### config.mk
export PLATFORM = sky130hd
export DESIGN_NAME = uart_tx_core
export DESIGN_NICKNAME = d
export VERILOG_FILES = /design/src/rtl/uart_pkg.sv /design/src/rtl/uart_baud_gen.sv /design/src/rtl/uart_tx_core.sv
export SDC_FILE = /design/constraint.sdc
export NUM_CORES = 1
export LEC_CHECK = 0
export CAP_MARGIN = 20
export CORE_ASPECT_RATIO = 1.5
export CORE_MARGIN = 2
export CORE_UTILIZATION = 57
export CTS_BUF_LIST = sky130_fd_sc_hd__clkbuf_4
export DETAILED_ROUTE_END_ITERATION = 8
export PLACE_DENSITY = 0.95
export SLEW_MARGIN = 20
export SYNTH_ARGS = -nofsm -noshare
export SYNTH_HDL_FRONTEND = slang
export SYNTH_SLANG_ARGS = --single-unit
### constraint.sdc
create_clock -name clk -period 2.9 [get_ports clk]
set_input_delay 0.435 -clock clk [delete_from_list [all_inputs] [get_ports clk]]
set_output_delay 0.435 -clock clk [all_outputs]
set_load 0.01 [all_outputs]
### src/rtl/uart_pkg.sv
// Shared UART definitions, used by the transmitter now and by the receiver later.
//   tx_state_e  : transmit frame FSM states
//   OVERSAMPLE  : baud oversample ratio (ticks per bit)
//   UART_DIV_W  : default divisor width
//   parity_bit(): parity over a data byte, even or odd
package uart_pkg;

  localparam int unsigned OVERSAMPLE = 16;
  localparam int unsigned UART_DIV_W = 16;

  typedef enum logic [2:0] {
    StIdle,
    StStart,
    StData,
    StParity,
    StStop
  } tx_state_e;

  // Bits of data above the frame width must be zero on entry.
  function automatic logic parity_bit(input logic [7:0] data, input logic odd);
    return (^data) ^ odd;
  endfunction

endpackage

### src/rtl/uart_baud_gen.sv
// 16x oversample baud prescaler, shared between UART TX and RX.
// Ports:
//   clk, rst_n : UART clock, asynchronous active-low reset
//   clr        : synchronous clear; reloads the prescaler so the next tick is
//                exactly divisor cycles away
//   divisor    : baud divisor; 0 behaves as 1; sampled only at reload
//   tick16     : one-cycle pulse at 16x the baud rate (registered)
module uart_baud_gen
  import uart_pkg::*;
#(
  parameter int unsigned DIV_W = UART_DIV_W
) (
  input  logic             clk,
  input  logic             rst_n,
  input  logic             clr,
  input  logic [DIV_W-1:0] divisor,
  output logic             tick16
);

  logic [DIV_W-1:0] cnt_q, cnt_d;
  logic [DIV_W-1:0] reload;
  logic             tick_q;

  always_comb begin
    reload = (divisor == '0) ? '0 : divisor - DIV_W'(1);
    if (clr || cnt_q == '0) begin
      cnt_d = reload;
    end else begin
      cnt_d = cnt_q - DIV_W'(1);
    end
  end

  // The tick is the registered "counter is zero" flag: it matches cnt_q == 0
  // everywhere except straight out of reset, where it stays low.
  always_ff @(posedge clk or negedge rst_n) begin
    if (!rst_n) begin
      cnt_q  <= '0;
      tick_q <= 1'b0;
    end else begin
      cnt_q  <= cnt_d;
      tick_q <= (cnt_d == '0);
    end
  end

  assign tick16 = tick_q;

endmodule

### src/rtl/uart_tx_core.sv
// UART transmitter: valid/ready byte input, serialised onto txd as
// start + DATA_BITS (LSB first) + optional parity + 1 or 2 stop bits.
// Build option: define UART_TX_PARITY_EN to honour parity_en/parity_odd;
// without it those ports are ignored and frames carry no parity bit.
// Ports:
//   clk, rst_n         : UART clock, asynchronous active-low reset
//   divisor            : baud = f_clk / (16 * divisor)
//   tx_data, tx_valid  : byte to send and its valid
//   tx_ready           : high in idle; a byte is taken on valid && ready
//   parity_en/odd      : parity enable and sense, latched per frame
//   two_stop           : two stop bits, latched per frame
//   txd                : registered serial output, idle high
//   busy               : frame in progress
//   tick16             : 16x oversample pulse, exported for debug/RX reuse
module uart_tx_core
  import uart_pkg::*;
#(
  parameter int unsigned DATA_BITS = 8,
  parameter int unsigned DIV_W     = UART_DIV_W
) (
  input  logic             clk,
  input  logic             rst_n,
  input  logic [DIV_W-1:0] divisor,
  input  logic [7:0]       tx_data,
  input  logic             tx_valid,
  output logic             tx_ready,
  input  logic             parity_en,
  input  logic             parity_odd,
  input  logic             two_stop,
  output logic             txd,
  output logic             busy,
  output logic             tick16
);

  localparam logic [3:0] OsLast  = 4'(OVERSAMPLE - 1);
  localparam logic [2:0] BitLast = 3'(DATA_BITS - 1);

  tx_state_e            state_q, state_d;
  logic [3:0]           os_q, os_d;
  logic [2:0]           bit_q, bit_d;
  logic                 stop2_q, stop2_d;
  logic [DATA_BITS-1:0] shreg_q, shreg_d;
  logic                 txd_q, txd_d;
  logic                 two_stop_q;
  logic                 accept;
  logic                 bit_end;
  logic                 par_en_eff;
  logic                 par_bit;

  uart_baud_gen #(
    .DIV_W (DIV_W)
  ) u_baud_gen (
    .clk     (clk),
    .rst_n   (rst_n),
    .clr     (accept),
    .divisor (divisor),
    .tick16  (tick16)
  );

`ifdef UART_TX_PARITY_EN
  logic par_en_q;
  logic par_q;
  logic [7:0] data_masked;

  assign data_masked = 8'(tx_data[DATA_BITS-1:0]);

  // Parity is computed at accept time so the frame is independent of later
  // changes on tx_data.
  always_ff @(posedge clk or negedge rst_n) begin
    if (!rst_n) begin
      par_en_q <= 1'b0;
      par_q    <= 1'b0;
    end else if (accept) begin
      par_en_q <= parity_en;
      par_q    <= parity_bit(data_masked, parity_odd);
    end
  end

  assign par_en_eff = par_en_q;
  assign par_bit    = par_q;
`else
  logic unused_parity_cfg;
  assign unused_parity_cfg = parity_en ^ parity_odd;
  assign par_en_eff        = 1'b0;
  assign par_bit           = 1'b0;
`endif

  always_ff @(posedge clk or negedge rst_n) begin
    if (!rst_n) begin
      two_stop_q <= 1'b0;
    end else if (accept) begin
      two_stop_q <= two_stop;
    end
  end

  assign bit_end = tick16 && (os_q == OsLast);

  always_comb begin
    state_d = state_q;
    os_d    = os_q;
    bit_d   = bit_q;
    stop2_d = stop2_q;
    shreg_d = shreg_q;
    txd_d   = txd_q;
    accept  = 1'b0;

    if (state_q != StIdle && tick16) begin
      os_d = os_q + 4'd1;
    end

    unique case (state_q)
      StIdle: begin
        txd_d = 1'b1;
        if (tx_valid) begin
          accept  = 1'b1;
          state_d = StStart;
          txd_d   = 1'b0;
          os_d    = '0;
          bit_d   = '0;
          stop2_d = 1'b0;
          shreg_d = tx_data[DATA_BITS-1:0];
        end
      end
      StStart: begin
        if (bit_end) begin
          state_d = StData;
          txd_d   = shreg_q[0];
        end
      end
      StData: begin
        if (bit_end) begin
          if (bit_q == BitLast) begin
            if (par_en_eff) begin
              state_d = StParity;
              txd_d   = par_bit;
            end else begin
              state_d = StStop;
              txd_d   = 1'b1;
            end
          end else begin
            bit_d   = bit_q + 3'd1;
            shreg_d = shreg_q >> 1;
            txd_d   = shreg_q[1];
          end
        end
      end
      StParity: begin
        if (bit_end) begin
          state_d = StStop;
          txd_d   = 1'b1;
        end
      end
      StStop: begin
        txd_d = 1'b1;
        if (bit_end) begin
          // Second stop bit reuses the oversample counter for another 16 ticks.
          if (two_stop_q && !stop2_q) begin
            stop2_d = 1'b1;
          end else begin
            state_d = StIdle;
          end
        end
      end
      default: begin
        state_d = StIdle;
        txd_d   = 1'b1;
      end
    endcase
  end

  always_ff @(posedge clk or negedge rst_n) begin
    if (!rst_n) begin
      state_q <= StIdle;
      os_q    <= '0;
      bit_q   <= '0;
      stop2_q <= 1'b0;
      shreg_q <= '0;
      txd_q   <= 1'b1;
    end else begin
      state_q <= state_d;
      os_q    <= os_d;
      bit_q   <= bit_d;
      stop2_q <= stop2_d;
      shreg_q <= shreg_d;
      txd_q   <= txd_d;
    end
  end

  assign txd      = txd_q;
  assign tx_ready = (state_q == StIdle);
  assign busy     = ~tx_ready;

endmodule

==> impl_results.md <==
- Worst setup EP type: flop
- Cell taking the most area after synthesis: dfrtp_1
- Top FF cell, synth: dfrtp_1
- Setup ws final: approximately 0.15 ns
- GPL Wtd Cong: between 0.8 and 0.9
- Setup slack, reg-to-reg: around 0.32 ns
- Mean post-synth cell area: ~9.1 um2
- Adder-cell share of the synthesized area: 3.098%
- Mux share of post-synthesis cell area: 6.195%
- Leakage: 1.261 nW
- Final wirelength: approximately 5300 um
- Power Total: ~2.5 mW
- WS Path Type: input pin to flop
- Total gr overflow: 0
- Clock-pin slew on the worst setup and hold paths: between 0.1 and 0.15 ns
- Endpoints failing setup: 0
- Switching Power: 1.025 mW
- Seq/Total Area, Yosys: approximately two fifths
- Pre-CTS setup slack: -0.2113 ns
- Min cycle time layout: around 2.7 ns
- Outcome: complete, no violations
- Mapped Area: 2424 um2
- Hold buffers post-CTS: 0
- Largest net degree at the start of global routing: 39
- Fin util: between 70% and 80%
- Worst r2r dst: u_baud_gen.tick16
- Area fraction in compound gates after synthesis: a little over an eighth
- Rows: 29
- Initial DRC Count: between 100 and 150
- Share of cells above drive strength 1: approximately an eighth
- Layout area overhead: 22.77%
- Post-synth EDFFs: 0
- RSZ-0062 raised after global routing: no
- Maximum operating frequency: approximately 360 MHz
- Via count: approximately 2,200
- Tot GR Track Use: around 24%
- CTS tree: done
- Mapped Cells: approximately 270
- #FFs+latches synth: 38
- Share of the synthesized area in the top cell type: about two fifths
- Clk_lat worst skew: 0.36 ns
- Drt drc: 0
- Simple-Gate Fraction of Synth Area: between 20% and 30%
- Total CTS buffers: 5
- Post-synthesis xor/xnor area fraction: about a tenth
- Routed WL per cell: about 15 um
- Fin. max-slew vios: 0
- Worst-case reg-to-reg path depth: 8
- Yosys warnings: 0
- Main combinational cell family by area after synthesis: simple AND/OR/NAND/NOR gates
- Share of total power in combinational logic: 46.4%
- Mapped Nets: between 300 and 400
- Worst R2R Start: u_baud_gen.cnt_q[4]
- Die Span X: about 57 um
- Asr flop ratio synth: 100.0%
- Clock Tree Buf Depth: 2
- Clk sink count: 38
- Sw Share: between 40 and 50%
- Via density: roughly 6.0
- Layout Nets: between 300 and 400
- Number of post-CTS setup repair buffers: 0
- VDD IR max: between 0.5 and 0.6 mV
- H-tree levels: 2
- Post-Route Skew: about 0.0067 ns
- TritonRoute pass-1 iters: 4
- Final Hold Vio Count: 0
- Die Span Y: roughly 84 um
- Type of the most critical hold path: input pin to async pin
- Setup TNS: 0 ns
- PortBufs: 31
- Initial antenna violation count: 0
- Design Area, Final: ~3000 um2
- Reg power frac: between 30% and 40%
- Antenna Cells: 0
- Core Region: ~4200 um2
- Cell Pwr Density: 841.9 nW/um2
- Post-CTS resize count: 0
- Pint: ~1.5 mW
- Yosys cell types: between 40 and 50
- Io pins: 34
- Vias in the first global route: approximately 2,200
- Relative slew slack: slightly above 60%
- Arrival time worst endpoint: 3.05 ns
- Detail Route Antenna Nets: 0
- CP max FO: 6
- Clock group share of total power: between 10% and 20%
- Critical path startpoint category: input pin
- Dpl cell area: between 2000 and 3000 um2
- First-pass GRT wire length: around 9100 um
- Slew @ Worst Pin: roughly 0.57 ns
- Placed wire-length estimate: between 4000 and 5000 um
- Die ar.: approximately 4800 um2
- Required @ worst endpoint: roughly 3.2 ns
- Final period utilization: a little over nine tenths
- Root Buffer: clkbuf_4
- Top cells by area, synth: dfrtp_1 (38%), mux2i_1 (6.2%), xnor2_1 (6.1%)
- Starting Density: ~58%
- Max_cap viols: 0
layout by cell type, fill, tap and decap left out, types with 11 or more instances in the layout:
master and count:
buf_4 21, clkdlybuf4s50_1 31, dfrtp_1 37, mux2i_1 15, nand2_1 28, nor2_1 22, o21ai_0 16, o22ai_1 11
xnor2_1 17
power by group through the flow:
stage               clock network [mW]  registers [mW]  logic [mW]
global placement                     0           0.957        1.09
floorplan                            0           0.908       0.820
finish                           0.372           0.971        1.16
global route                     0.394            1.00        1.28
detailed placement                   0           0.975        1.13
CTS                              0.379           0.964        1.16
cells by family after synthesis:
family,count (synthesis)
xor gates and xnor gates,27
muxes,15
buffers and inverters,21
DFF,38
and+or+nand+nor,109
AOI/OAI and AO/OA,51
adders and majority gates,6
per-layer routing:
metal	vias up	track usage [%]	part of all wire, %
met4	0	14.59	4.7
li1	1063	-	-
met3	20	3.411	3.4
met1	1039	24.97	38
met5	-	0	0
met2	58	43.78	53
stage by stage:
step	hold WS [ns]	cells
6_report	0.4926	362
5_1_grt	0.5243	362
4_1_cts	0.5007	362
3_5_place_dp	0.4765	354
3_3_place_gp	0.4615	354
2_1_floorplan	0.1394	267
synth_stat cells, types with 2 or more instances:
| cell type | instances |
|---|---|
| a21oi_1 | 5 |
| a31oi_1 | 5 |
| and4_1 | 2 |
| clkbuf_1 | 7 |
| dfrtp_1 | 37 |
| ha_1 | 6 |
| inv_1 | 10 |
| mux2i_1 | 15 |
| nand2_1 | 28 |
| nand2b_1 | 2 |
| nand3_1 | 3 |
| nand4_1 | 3 |
| nor2_1 | 22 |
| nor2b_1 | 6 |
| nor3_1 | 10 |
| nor3b_1 | 2 |
| nor4_1 | 8 |
| nor4b_1 | 2 |
| o21ai_0 | 16 |
| o22ai_1 | 11 |
| o31ai_1 | 5 |
| or2_2 | 4 |
| or3_1 | 8 |
| or4_1 | 3 |
| xnor2_1 | 17 |
| xor2_1 | 10 |
worst max path at each step:
stage | to | start | slack (ns) | depth (start not counted)
after floorplan | u_baud_gen.tick16 | divisor[4] | 0.30 | 8
after CTS | u_baud_gen.tick16 | divisor[4] | 0.17 | 9
after global placement | u_baud_gen.tick16 | divisor[4] | -0.15 | 8
final | u_baud_gen.tick16 | divisor[4] | 0.15 | 9
after detailed placement | u_baud_gen.tick16 | divisor[4] | -0.21 | 9
after global routing | u_baud_gen.tick16 | divisor[4] | 0.07 | 9
worst max-delay path, cell delays in order:
cell,delay (ns)
clkdlybuf4s50_1,0.42
or4_4,0.55
or3_1,0.39
or3_1,0.41
nand2_1,0.21
buf_4,0.17
a31oi_1,0.05
nor3_1,0.21
and4_1,0.20
flip-flops by register name (all words and copies together), names as in the netlist:
register           count
state_q                3
u_baud_gen.cnt_q      16
two_stop_q             1
txd                    1
os_q                   4
stop2_q                1
u_baud_gen.tick16      1
bit_q                  3
shreg_q                8
area by class of cell:
type	instances	area [um2]
sequential	38	952.2
tap	46	57.56
timing repair buffer	52	467.9
fill	300	1197
inverter	10	37.54
multi-input combinational	208	1378
clock inverter	2	37.54
clock buffer	6	45.04
(Power assumes the default switching activity.)
